===== config.mk =====
export PLATFORM = sky130hd
export DESIGN_NAME = bp_update_sched_flat
export DESIGN_NICKNAME = d
export VERILOG_FILES = /design/src/rtl/bp_update_sched_pkg.sv /design/src/rtl/bp_update_sched_if.sv /design/src/rtl/bp_update_sched_arb.sv /design/src/rtl/bp_update_sched.sv /design/src/flat_wrapper.sv
export SDC_FILE = /design/constraint.sdc
export NUM_CORES = 1
export LEC_CHECK = 0
export BUFFER_PORTS_ARGS = -buffer_cell sky130_fd_sc_hd__clkbuf_2
export CAP_MARGIN = 20
export CORE_MARGIN = 2
export CORE_UTILIZATION = 40
export DETAILED_ROUTE_END_ITERATION = 16
export GPL_TIMING_DRIVEN = 1
export MAX_ROUTING_LAYER = met4
export PLACE_DENSITY_LB_ADDON = 0.12
export RECOVER_POWER = 100
export SKIP_CTS_REPAIR_TIMING = 1
export SLEW_MARGIN = 0
export SYNTH_ARGS = -nofsm -noshare
export SYNTH_HDL_FRONTEND = slang
export SYNTH_SLANG_ARGS = --single-unit

===== constraint.sdc =====
create_clock -name clk -period 5 [get_ports clk]
set_input_delay 1 -clock clk [delete_from_list [all_inputs] [get_ports clk]]
set_output_delay 1 -clock clk [all_outputs]
set_load 0.05 [all_outputs]

===== src/rtl/bp_update_sched_pkg.sv =====
// Shared types and configuration constants for the branch-predictor update scheduler.
// Holds the queue entry struct, default sizes and the round-robin selector enum.
package bp_update_sched_pkg;

    // Configuration defaults
    localparam int DEPTH_DEF  = 4;
    localparam int ADDR_W_DEF = 32;

    // Widest address an entry can carry; narrower builds zero-extend into it
    localparam int ADDR_W_MAX = 64;

    // Round-robin selector: which requester wins when both are valid
    typedef enum logic {
        RR_A = 1'b0,
        RR_B = 1'b1
    } rr_sel_e;

    // One queued predictor update
    typedef struct packed {
        logic [ADDR_W_MAX-1:0] pc;
        logic [ADDR_W_MAX-1:0] npc;
        logic                  taken;
    } bp_entry_t;

endpackage


===== src/rtl/bp_update_sched_if.sv =====
// Handshake/payload bundle between the two update requesters and the predictor.
// master: requesters + predictor side (drives valid/payload/stall/clear); slave: scheduler.
interface bp_update_sched_if
    import bp_update_sched_pkg::*;
#(
    parameter int DEPTH  = DEPTH_DEF,
    parameter int ADDR_W = ADDR_W_DEF
) ();

    // Requester A (branch unit)
    logic              a_valid;
    logic [ADDR_W-1:0] a_pc;
    logic [ADDR_W-1:0] a_npc;
    logic              a_taken;
    logic              a_ready;

    // Requester B (jump/commit unit)
    logic              b_valid;
    logic [ADDR_W-1:0] b_pc;
    logic [ADDR_W-1:0] b_npc;
    logic              b_taken;
    logic              b_ready;

    // Predictor side
    logic              stall;
    logic              clear;
    logic              predict_update;
    logic [ADDR_W-1:0] branch_pc;
    logic [ADDR_W-1:0] branch_npc;
    logic              actual_result;

    logic [$clog2(DEPTH):0] count;

    modport master (
        output a_valid, a_pc, a_npc, a_taken,
        output b_valid, b_pc, b_npc, b_taken,
        output stall, clear,
        input  a_ready, b_ready,
        input  predict_update, branch_pc, branch_npc, actual_result,
        input  count
    );

    modport slave (
        input  a_valid, a_pc, a_npc, a_taken,
        input  b_valid, b_pc, b_npc, b_taken,
        input  stall, clear,
        output a_ready, b_ready,
        output predict_update, branch_pc, branch_npc, actual_result,
        output count
    );

endinterface


===== src/rtl/bp_update_sched_arb.sv =====
// bp_rr_arbiter: 2-way round-robin winner select and last-granted pointer.
// Ports: clk_i, rst_ni, req_a_i/req_b_i (valids), gnt_a_i/gnt_b_i (transfers), win_a_o.
module bp_rr_arbiter
    import bp_update_sched_pkg::*;
(
    input  logic clk_i,
    input  logic rst_ni,
    input  logic req_a_i,
    input  logic req_b_i,
    input  logic gnt_a_i,
    input  logic gnt_b_i,
    output logic win_a_o
);

    rr_sel_e prio_q;

    // A lone requester always wins; the pointer only breaks ties
    always_comb begin
        win_a_o = (prio_q == RR_A);
        if (req_a_i && !req_b_i) begin
            win_a_o = 1'b1;
        end else if (!req_a_i && req_b_i) begin
            win_a_o = 1'b0;
        end
    end

    // After a single grant, favour the side that was not served.
    // A double grant serves both, so the pointer is left alone.
    always_ff @(posedge clk_i or negedge rst_ni) begin
        if (!rst_ni) begin
            prio_q <= RR_A;
        end else if (gnt_a_i && !gnt_b_i) begin
            prio_q <= RR_B;
        end else if (gnt_b_i && !gnt_a_i) begin
            prio_q <= RR_A;
        end
    end

endmodule


===== src/rtl/bp_update_sched.sv =====
// bp_update_sched: queues resolved-branch updates from two requesters and drains one per cycle.
// Ports: clk, rst (async active-low), bus (slave modport); BP_UPDATE_BYPASS_EN enables empty-queue bypass.
module bp_update_sched
    import bp_update_sched_pkg::*;
#(
    parameter int DEPTH  = DEPTH_DEF,
    parameter int ADDR_W = ADDR_W_DEF
) (
    input  logic               clk,
    input  logic               rst,
    bp_update_sched_if.slave   bus
);

    localparam int PW = $clog2(DEPTH);
    localparam int CW = PW + 1;

    localparam logic [CW:0] FREE_MAX = (CW+1)'(DEPTH);
    localparam logic [CW:0] FREE_ONE = (CW+1)'(1);
    localparam logic [CW:0] FREE_TWO = (CW+1)'(2);

    logic [PW-1:0] head_q, head_d;
    logic [PW-1:0] tail_q, tail_d;
    logic [PW-1:0] tail_p1;
    logic [CW-1:0] count_q, count_d;

    bp_entry_t mem_q [DEPTH];
    bp_entry_t out_q;
    logic      pu_q;

    bp_entry_t a_ent, b_ent, hd_ent, byp_ent;
    bp_entry_t wr0_ent, wr1_ent;
    logic      wr0_en, wr1_en;

    logic          drain;
    logic [CW:0]   free;
    logic          win_a;
    logic          rdy_a, rdy_b;
    logic          xfer_a, xfer_b;
    logic          bypass;

    bp_rr_arbiter u_arb (
        .clk_i   (clk),
        .rst_ni  (rst),
        .req_a_i (bus.a_valid),
        .req_b_i (bus.b_valid),
        .gnt_a_i (xfer_a),
        .gnt_b_i (xfer_b),
        .win_a_o (win_a)
    );

    // Handshake and drain decision
    always_comb begin
        drain = (count_q != '0) && !bus.stall && !bus.clear;
        // A drain this cycle frees one slot for an incoming write
        free  = FREE_MAX - {1'b0, count_q} + {{CW{1'b0}}, drain};
        rdy_a = rst && !bus.clear && (win_a ? (free >= FREE_ONE) : (free >= FREE_TWO));
        rdy_b = rst && !bus.clear && (!win_a ? (free >= FREE_ONE) : (free >= FREE_TWO));
        xfer_a = bus.a_valid && rdy_a;
        xfer_b = bus.b_valid && rdy_b;
`ifdef BP_UPDATE_BYPASS_EN
        bypass = (count_q == '0) && !bus.stall && !bus.clear && (xfer_a ^ xfer_b);
`else
        bypass = 1'b0;
`endif
    end

    // Payload packing and write-port steering
    always_comb begin
        a_ent       = '0;
        a_ent.pc    = ADDR_W_MAX'(bus.a_pc);
        a_ent.npc   = ADDR_W_MAX'(bus.a_npc);
        a_ent.taken = bus.a_taken;
        b_ent       = '0;
        b_ent.pc    = ADDR_W_MAX'(bus.b_pc);
        b_ent.npc   = ADDR_W_MAX'(bus.b_npc);
        b_ent.taken = bus.b_taken;

        hd_ent  = mem_q[head_q];
        byp_ent = xfer_a ? a_ent : b_ent;

        wr0_en  = 1'b0;
        wr1_en  = 1'b0;
        wr0_ent = a_ent;
        wr1_ent = b_ent;
        // A always takes the lower slot when both are accepted
        if (!bypass) begin
            if (xfer_a) begin
                wr0_en = 1'b1;
                wr1_en = xfer_b;
            end else if (xfer_b) begin
                wr0_en  = 1'b1;
                wr0_ent = b_ent;
            end
        end
        tail_p1 = tail_q + PW'(1);
    end

    // Pointer and occupancy next-state
    always_comb begin
        head_d  = head_q + PW'(drain);
        tail_d  = tail_q + PW'(wr0_en) + PW'(wr1_en);
        count_d = count_q - CW'(drain) + CW'(wr0_en) + CW'(wr1_en);
        if (bus.clear) begin
            head_d  = '0;
            tail_d  = '0;
            count_d = '0;
        end
    end

    always_ff @(posedge clk or negedge rst) begin
        if (!rst) begin
            head_q  <= '0;
            tail_q  <= '0;
            count_q <= '0;
        end else begin
            head_q  <= head_d;
            tail_q  <= tail_d;
            count_q <= count_d;
        end
    end

    always_ff @(posedge clk or negedge rst) begin
        if (!rst) begin
            for (int i = 0; i < DEPTH; i++) begin
                mem_q[i] <= '0;
            end
        end else begin
            if (wr0_en) begin
                mem_q[tail_q] <= wr0_ent;
            end
            if (wr1_en) begin
                mem_q[tail_p1] <= wr1_ent;
            end
        end
    end

    // Output register: payload holds between strobes
    always_ff @(posedge clk or negedge rst) begin
        if (!rst) begin
            pu_q  <= 1'b0;
            out_q <= '0;
        end else begin
            pu_q <= drain || bypass;
            if (drain) begin
                out_q <= hd_ent;
            end else if (bypass) begin
                out_q <= byp_ent;
            end
        end
    end

    // Zero-extended upper address bits are never driven out
    if (ADDR_W < ADDR_W_MAX) begin : g_pad
        logic unused_hi;
        assign unused_hi = ^{out_q.pc[ADDR_W_MAX-1:ADDR_W], out_q.npc[ADDR_W_MAX-1:ADDR_W]};
    end

    assign bus.a_ready        = rdy_a;
    assign bus.b_ready        = rdy_b;
    assign bus.predict_update = pu_q;
    assign bus.branch_pc      = out_q.pc[ADDR_W-1:0];
    assign bus.branch_npc     = out_q.npc[ADDR_W-1:0];
    assign bus.actual_result  = out_q.taken;
    assign bus.count          = count_q;

endmodule


===== src/flat_wrapper.sv =====
// flat-port wrapper written by rule: the top's interface ports become plain ports
module bp_update_sched_flat import bp_update_sched_pkg::*;
#(
    parameter int DEPTH  = DEPTH_DEF,
    parameter int ADDR_W = ADDR_W_DEF
)
  (clk, rst, bus_a_valid, bus_a_pc, bus_a_npc, bus_a_taken, bus_b_valid, bus_b_pc, bus_b_npc, bus_b_taken, bus_stall, bus_clear, bus_a_ready, bus_b_ready, bus_predict_update, bus_branch_pc, bus_branch_npc, bus_actual_result, bus_count);
  bp_update_sched_if #(.DEPTH(DEPTH), .ADDR_W(ADDR_W)) bus_i ();
  input  logic clk;
  input  logic rst;
  input wire logic [$bits(bus_i.a_valid)-1:0] bus_a_valid;
  input wire logic [$bits(bus_i.a_pc)-1:0] bus_a_pc;
  input wire logic [$bits(bus_i.a_npc)-1:0] bus_a_npc;
  input wire logic [$bits(bus_i.a_taken)-1:0] bus_a_taken;
  input wire logic [$bits(bus_i.b_valid)-1:0] bus_b_valid;
  input wire logic [$bits(bus_i.b_pc)-1:0] bus_b_pc;
  input wire logic [$bits(bus_i.b_npc)-1:0] bus_b_npc;
  input wire logic [$bits(bus_i.b_taken)-1:0] bus_b_taken;
  input wire logic [$bits(bus_i.stall)-1:0] bus_stall;
  input wire logic [$bits(bus_i.clear)-1:0] bus_clear;
  output wire logic [$bits(bus_i.a_ready)-1:0] bus_a_ready;
  output wire logic [$bits(bus_i.b_ready)-1:0] bus_b_ready;
  output wire logic [$bits(bus_i.predict_update)-1:0] bus_predict_update;
  output wire logic [$bits(bus_i.branch_pc)-1:0] bus_branch_pc;
  output wire logic [$bits(bus_i.branch_npc)-1:0] bus_branch_npc;
  output wire logic [$bits(bus_i.actual_result)-1:0] bus_actual_result;
  output wire logic [$bits(bus_i.count)-1:0] bus_count;
  assign bus_i.a_valid = bus_a_valid;
  assign bus_i.a_pc = bus_a_pc;
  assign bus_i.a_npc = bus_a_npc;
  assign bus_i.a_taken = bus_a_taken;
  assign bus_i.b_valid = bus_b_valid;
  assign bus_i.b_pc = bus_b_pc;
  assign bus_i.b_npc = bus_b_npc;
  assign bus_i.b_taken = bus_b_taken;
  assign bus_i.stall = bus_stall;
  assign bus_i.clear = bus_clear;
  assign bus_a_ready = bus_i.a_ready;
  assign bus_b_ready = bus_i.b_ready;
  assign bus_predict_update = bus_i.predict_update;
  assign bus_branch_pc = bus_i.branch_pc;
  assign bus_branch_npc = bus_i.branch_npc;
  assign bus_actual_result = bus_i.actual_result;
  assign bus_count = bus_i.count;
  bp_update_sched #(.DEPTH(DEPTH), .ADDR_W(ADDR_W)) u_core (.clk(clk), .rst(rst), .bus(bus_i));
endmodule

# Word level (Yosys, flattened, before mapping)
# Index checks and enable logic that the tools add are counted.
[word_totals]
reg_bits = 590
inputBits = 136
[classes]
add_sub_neg = 9
magnitude_cmp = 7
n_mux = 25
n_bitwise = 4
n_reduce_logical = 21
[op_table]
columns = ["operator", "n"]
rows = [
  ["$bwmux W516", 2],
  ["$mux W516", 2],
  ["$demux W129 S2", 2],
  ["$mux W97", 4],
  ["$bmux W129 S2", 1],
  ["$mux W129", 2],
  ["$logic_and A1 B1 Y1", 13],
  ["$ge A3 B3 Y1 const B", 3],
  ["$mux W1", 9],
  ["$not A2 Y3", 3],
  ["$add A2 B1 Y2", 3],
  ["$add A3 B1 Y3", 2],
  ["$logic_not A1 Y1", 6],
  ["$lt A3 B1 Y1 const B", 2],
  ["$add A4 B1 Y4", 1],
  ["$ge A4 B1 Y1 const B", 1],
  ["$ge A4 B2 Y1 const B", 1],
  ["$mux W2", 2],
  ["$sub A3 B3 Y4 const A", 1],
  ["$mux W3", 1],
  ["$reduce_bool A3 Y1", 1],
  ["$sub A3 B1 Y3", 1],
  ["$add A2 B1 Y2 const B", 1],
  ["$reduce_bool A2 Y1", 1],
  ["$not A1 Y1", 1],
]

# Depth between registers and ports, before layout
[logic_depth]
ltp_word = 14
mapped_depth = 22

# Hierarchy
# A second synthesis with hierarchy kept.
[hier_totals]
hier_cells = 1171
hier_area_um2 = 15920.3
[modules_own_cells]
columns = ["mod", "n_inst", "cells_each", "area_each_um2", "seq_area_each_um2"]
rows = [
  ["bp_update_sched", 1, 1164, 15849.0, 8333.0],
  ["bp_rr_arbiter", 1, 7, 71.3, 25.0],
]

# Worst setup path after synthesis
# OpenSTA, ideal clock, no wires.
[synth_path]
path_kind = "input -> register"
startpoint = "input port bus_clear"
endpoint = "register u_core.count_q[2] (netlist: u_core.bus.count[2])"
arrival_time_ns = 5.183
required_time_ns = 4.879
slack_ns = -0.303
path_stages = 19
path_buffers = 4
path_cell_list = "buf_2 or3_1 clkbuf_1 clkbuf_1 ha_1 inv_1 ha_1 and4b_1 nor2_2 a311oi_1 nor2_1 and2_1 ha_1 clkinv_1 clkbuf_1 fa_1 fa_1 xor2_1 nor2_1"
[synth_between]
elab_cells_between_ends = 19
[synth_rtl]
columns = ["element", "line_no", "rtl"]
rows = [
  ["from (decl)", "flat_wrapper.sv:20", "input wire logic [$bits(bus_i.clear)-1:0] bus_clear;"],
  ["$logic_not A1 Y1 (*)", "bp_update_sched.sv:53, bp_update_sched.sv:56", ""],
  ["$logic_and A1 B1 Y1", "bp_update_sched.sv:53", "drain = (count_q != '0) && !bus.stall && !bus.clear;"],
  ["$add A4 B1 Y4", "bp_update_sched.sv:55", "free = FREE_MAX - {1'b0, count_q} + {{CW{1'b0}}, drain};"],
  ["$ge A4 B2 Y1 or $ge A4 B1 Y1 (tied branches)", "bp_update_sched.sv:56", "rdy_a = rst && !bus.clear && (win_a ? (free >= FREE_ONE) : (free >= FREE_TWO));"],
  ["$mux W1", "bp_update_sched.sv:56", ""],
  ["$logic_and A1 B1 Y1 (*)", "bp_update_sched.sv:56", ""],
  ["net bus_a_ready", "flat_wrapper.sv:21", "output wire logic [$bits(bus_i.a_ready)-1:0] bus_a_ready;"],
  ["$logic_and A1 B1 Y1 (*)", "bp_update_sched.sv:58", "xfer_a = bus.a_valid && rdy_a;"],
  ["$mux W1", "bp_update_sched.sv:87", "if (xfer_a) begin"],
  ["$add A3 B1 Y3", "bp_update_sched.sv:102", "count_d = count_q - CW'(drain) + CW'(wr0_en) + CW'(wr1_en);"],
  ["$add A3 B1 Y3 (*)", "bp_update_sched.sv:102", ""],
  ["$mux W3 (*)", "bp_update_sched.sv:103", "if (bus.clear) begin"],
  ["net u_core.count_d[2]", "bp_update_sched.sv:24", "logic [CW-1:0] count_q, count_d;"],
  ["to (signal assigned)", "bp_update_sched.sv:118", "count_q <= count_d;"],
  ["to (decl)", "bp_update_sched.sv:24", ""],
]
# The timed path passes the listed nets; every way through them passes the cells marked *.
# A chain may end at the register's enable or synchronous reset.

# Final worst setup path
[layout_path]
startpoint = "input port bus_clear"
endpoint = "register u_core.mem_q[83] (netlist bit)"
[layout_between]
elab_chain_len = 13
elab_cells_between_ends = 21
[layout_rtl]
columns = ["element", "line_no", "rtl"]
rows = [
  ["$logic_not A1 Y1 (*)", "bp_update_sched.sv:53, bp_update_sched.sv:56, bp_update_sched.sv:57", ""],
  ["$logic_and A1 B1 Y1", "bp_update_sched.sv:53", ""],
  ["$add A4 B1 Y4", "bp_update_sched.sv:55", ""],
  ["$ge A4 B1 Y1 or $ge A4 B2 Y1 (tied branches)", "bp_update_sched.sv:56, bp_update_sched.sv:57", ""],
  ["$mux W1", "bp_update_sched.sv:57", "rdy_b = rst && !bus.clear && (!win_a ? (free >= FREE_ONE) : (free >= FREE_TWO));"],
  ["$logic_and A1 B1 Y1", "bp_update_sched.sv:57", ""],
  ["$logic_and A1 B1 Y1", "bp_update_sched.sv:59", "xfer_b = bus.b_valid && rdy_b;"],
  ["$mux W97", "bp_update_sched.sv:90", "end else if (xfer_b) begin"],
  ["$mux W97", "bp_update_sched.sv:87", ""],
  ["$bwmux W516", "bp_update_sched.sv:129", "mem_q[tail_q] <= wr0_ent;"],
  ["$mux W516", "bp_update_sched.sv:128", "if (wr0_en) begin"],
  ["$bwmux W516", "bp_update_sched.sv:132", "mem_q[tail_p1] <= wr1_ent;"],
  ["$mux W516 (*)", "bp_update_sched.sv:131", "if (wr1_en) begin"],
  ["to (signal, indexed assignment)", "bp_update_sched.sv:129", ""],
  ["to (signal, indexed assignment)", "bp_update_sched.sv:132", ""],
  ["to (decl)", "bp_update_sched.sv:26", "bp_entry_t mem_q [DEPTH];"],
]
# Every way passes the cells marked *; elsewhere a longest branch is shown, timed or not.

==> results list <==
* Outcome: finished, violations left
- The checks that failed: capacitance limit, slew limit.
- Final total negative setup slack: 0 ns
* RSZ-0062 raised after global routing: no
- The core region is 52900 um^2.
- Synthesis inferred 334 register bits.
- The wire-length estimate of the detail-placed layout is 42.2 mm.
- Total of endpoints with negative setup slack in the final report: 0
- Number of nets with antenna violations after routing: 0
* Worst clock skew on the final layout: 0.00975 ns
- Pwr per Cell Area: 527 nW/um^2
- Compared with the post-synthesis result, the final layout area differs by 12.1%.
- Summed over all cells, the static leakage comes to 9.77 nW.
* Routed vias: 20800
* Gp weighted congestion: 0.795
- Starting density of the core: 40.7%
* F_max: 226 MHz
* Total clock buffers created by CTS: 43
* CTS sink cnt: 334
- After floorplanning, the core was divided into 84 placement rows.
- Post-layout instance area: 24100 um^2
* Warning count from the yosys run: 0
- In this run, distinct cell masters in the synthesized netlist total 44.
- The average instance in the mapped netlist occupies 9.29 um^2.
* CP Max Fanout: 18
* Initial antenna violation count: 14
- Number of I/O port buffers: 206
- Crit share post-route: 88.6%
- The net count of the finished layout is 2415.
- Remaining max-slew budget at the tightest pin: -95.0%
- TritonCTS clock tree: yes
* Minimum period implied by the final worst setup slack: 4.43 ns
- GRT Total Usage: 29.9%
- The die is 236 um wide.
- 1st-pass router iterations: 5
- Data on the critical path is required at its endpoint by 5.50 ns.
- Number of cell instances on the worst register-to-register path: 17
* Overflow left after global routing: 0
- Counting flops with a built-in enable in the synthesized netlist gives 0.
- The clock passes through at most 3 buffers.
- Clock-pin slew of the registers on the worst-case setup and hold paths: 0.06 ns
* Pin count of the biggest net entering global routing: 161
- In this run the vertical extent of the chip is 236 um.
- Sequential area share after synthesis: 38.9%
- The count of final hold-check violations came to 0.
* Total die area: 55600 um^2
* Count of boundary I/O pins: 207
* Placed inst area: 22700 um^2
* Layout Cells excl Fill: 3003
- Registers take 8370 um^2.
* Number of global-route vias before repair: 20700
* Master cell of the clock root buffer: sky130_fd_sc_hd__clkbuf_16
- For the pin with the worst max-slew slack, the measured transition is 2.93 ns.
- Max Transition Viols Final: 143
* Fraction of registers with async set/reset: 100%
- Clock latency on the worst-skew pair: 0.58 ns
- CP Capture Type: register
- Placed Cells: 2910
- Across all hold checks on the routed design, the worst slack comes to 0.274 ns.
- Top FF cell, synth: sky130_fd_sc_hd__dfrtp_1
- After detailed routing, the total wire length is 82.4 mm.
- DRC Markers: 0
* Startpoint type of the worst setup path: primary input
* Type of the worst min-delay path: primary input to asynchronous set/reset pin
- The first global-routing pass estimated 128 mm of wire.
- Max-cap viol count: 3
- Initial DRC Count: 2149
- After detailed routing, the average wire length per cell comes to 27.4 um.
* Number of fillers in the final layout: 5029
- Max rail drop VDD: 0.000370 V
- Cells with a size suffix above 1 make up 16.7% of the layout.
* H-tree depth reported by CTS: 2
* Post-Synthesis Cells: 2315
* Area occupied by multi-input gates: 11700 um^2
* Critical path class: primary input to register
* Vias per inst: 6.91
- After synthesis the cells add up to 21500 um^2.
* Arrival time reported for the critical path endpoint: 4.93 ns
- The number of nets in the synthesized netlist is 2462.
-- critical path, stage by stage --
cell and delay, ns:
sky130_fd_sc_hd__clkbuf_2 0.18, sky130_fd_sc_hd__or3_2 0.53, sky130_fd_sc_hd__ha_1 0.21, sky130_fd_sc_hd__inv_1 0.06
sky130_fd_sc_hd__ha_1 0.14, sky130_fd_sc_hd__and4b_1 0.23, sky130_fd_sc_hd__nor2_1 0.11, sky130_fd_sc_hd__a311oi_1 0.41
sky130_fd_sc_hd__nor2_4 0.05, sky130_fd_sc_hd__nand2_1 0.08, sky130_fd_sc_hd__ha_1 0.21, sky130_fd_sc_hd__clkbuf_1 0.45
sky130_fd_sc_hd__nand2_1 0.19, sky130_fd_sc_hd__nand2_2 0.45, sky130_fd_sc_hd__buf_4 0.41, sky130_fd_sc_hd__a21oi_1 0.12
sky130_fd_sc_hd__nand3_1 0.09
-- cells in the final DEF (no fill, tap or decap), types with 3 or more instances in the layout --
cell type,n
sky130_fd_sc_hd__clkbuf_2,142
sky130_fd_sc_hd__clkbuf_16,45
sky130_fd_sc_hd__dfrtp_4,3
sky130_fd_sc_hd__nand2_1,134
sky130_fd_sc_hd__clkinv_2,7
sky130_fd_sc_hd__clkbuf_8,11
sky130_fd_sc_hd__a21oi_1,131
sky130_fd_sc_hd__buf_4,24
sky130_fd_sc_hd__mux2_2,36
sky130_fd_sc_hd__fa_1,3
sky130_fd_sc_hd__a22oi_1,130
sky130_fd_sc_hd__clkbuf_1,83
sky130_fd_sc_hd__diode_2,17
sky130_fd_sc_hd__mux2_1,30
sky130_fd_sc_hd__o211ai_1,260
sky130_fd_sc_hd__mux4_2,65
sky130_fd_sc_hd__a21o_1,130
sky130_fd_sc_hd__dfrtp_1,331
sky130_fd_sc_hd__nand4_1,260
sky130_fd_sc_hd__nor2b_1,3
sky130_fd_sc_hd__inv_1,5
sky130_fd_sc_hd__nor2_4,3
sky130_fd_sc_hd__o221ai_1,130
sky130_fd_sc_hd__ha_1,8
sky130_fd_sc_hd__nand3_1,130
sky130_fd_sc_hd__buf_12,22
sky130_fd_sc_hd__bufinv_16,3
sky130_fd_sc_hd__nor2_1,137
-- synth_stat cells, types with 2 or more instances --
library cell / count / share of area [%]
sky130_fd_sc_hd__a21o_1: 130 / 4.5
sky130_fd_sc_hd__a21oi_1: 131 / 3.0
sky130_fd_sc_hd__a22oi_1: 130 / 4.5
sky130_fd_sc_hd__and2_1: 2 / 0.058
sky130_fd_sc_hd__buf_1: 12 / 0.21
sky130_fd_sc_hd__buf_2: 70 / 1.6
sky130_fd_sc_hd__buf_4: 14 / 0.49
sky130_fd_sc_hd__clkbuf_1: 260 / 4.5
sky130_fd_sc_hd__dfrtp_1: 334 / 39
sky130_fd_sc_hd__fa_1: 3 / 0.28
sky130_fd_sc_hd__ha_1: 8 / 0.47
sky130_fd_sc_hd__inv_1: 5 / 0.087
sky130_fd_sc_hd__mux2_1: 30 / 1.6
sky130_fd_sc_hd__mux2_2: 36 / 1.9
sky130_fd_sc_hd__mux4_2: 65 / 6.8
sky130_fd_sc_hd__nand2_1: 135 / 2.4
sky130_fd_sc_hd__nand2b_1: 2 / 0.058
sky130_fd_sc_hd__nand3_1: 131 / 3.0
sky130_fd_sc_hd__nand3b_1: 2 / 0.070
sky130_fd_sc_hd__nand4_1: 260 / 7.6
sky130_fd_sc_hd__nor2_1: 138 / 2.4
sky130_fd_sc_hd__nor2_2: 2 / 0.058
sky130_fd_sc_hd__nor2b_1: 3 / 0.087
sky130_fd_sc_hd__nor3_1: 2 / 0.047
sky130_fd_sc_hd__o211ai_1: 260 / 9.1
sky130_fd_sc_hd__o221ai_1: 130 / 5.3
sky130_fd_sc_hd__or2_2: 2 / 0.058
sky130_fd_sc_hd__xnor2_1: 2 / 0.081
-- flip-flops by register name (all words and copies together), names as in the netlist --
register	cells
u_core.mem_q	260
u_core.bus.actual_result	1
u_core.bus.branch_pc	32
u_core.bus.branch_npc	32
u_core.bus.predict_update	1
u_core.tail_q	2
u_core.bus.count	3
u_core.head_q	2
u_core.u_arb.prio_q	1
-- layout make-up --
class,count,area share [%]
multi-input combinational,1617,48.5
sequential,334,34.7
timing repair buffer,265,6.89
clock buffer,65,5.44
tap,688,3.57
clock inverter,10,0.519
antenna,17,0.177
inverter,7,0.151
-- metal layers --
metal  track usage [%]  up-vias  wire length [um]
li1                  -     8986                 -
met1              38.9    10600             34100
met2              47.0     1008             39500
met3              5.58      150              6650
met4              10.3        0              2080
met5                 -        -                 0
-- kinds of logic after synthesis --
logic type	synth area share, %
buffers and inverters	7.04
multiplexers	10.3
flip-flops	38.9
AO/OA/AOI/OAI	26.9
XOR/XNOR	0.122
adder cells (fa/ha/maj)	0.745
AND/OR/NAND/NOR	16.0
-- final timing paths --
kind                                           start                         to  slack (ns)
max in group asynchronous                        rst          u_core.mem_q[475]        0.97
hold / removal                                   rst  u_core.bus.branch_npc[27]        0.27
setup / recovery                           bus_clear           u_core.mem_q[83]        0.57
hold reg to reg            u_core.bus.branch_npc[22]  u_core.bus.branch_npc[22]        0.49
setup reg to reg                 u_core.bus.count[1]           u_core.mem_q[83]        0.77
min in group clk           u_core.bus.branch_npc[22]  u_core.bus.branch_npc[22]        0.49
-- power by group --
group,switching [mW],internal (mW)
sequential,0.577,3.39
combinational,3.68,1.80
clock,1.30,1.95
total,5.55,7.14
-- per-stage QoR --
| stage | power [mW] | utilization, % | setup WS (ns) |
|---|---|---|---|
| finish | 12.7 | 45.6 | 0.572 |
| global route | 13.3 | 45.6 | 0.332 |
| CTS | 12.8 | 45.7 | 0.879 |
| detailed placement | 9.49 | 43.0 | 0.274 |
| global placement | 9.38 | 43.0 | 0.367 |
| floorplan | 7.88 | - | 0.121 |
Power figures use the tool's default switching activity.
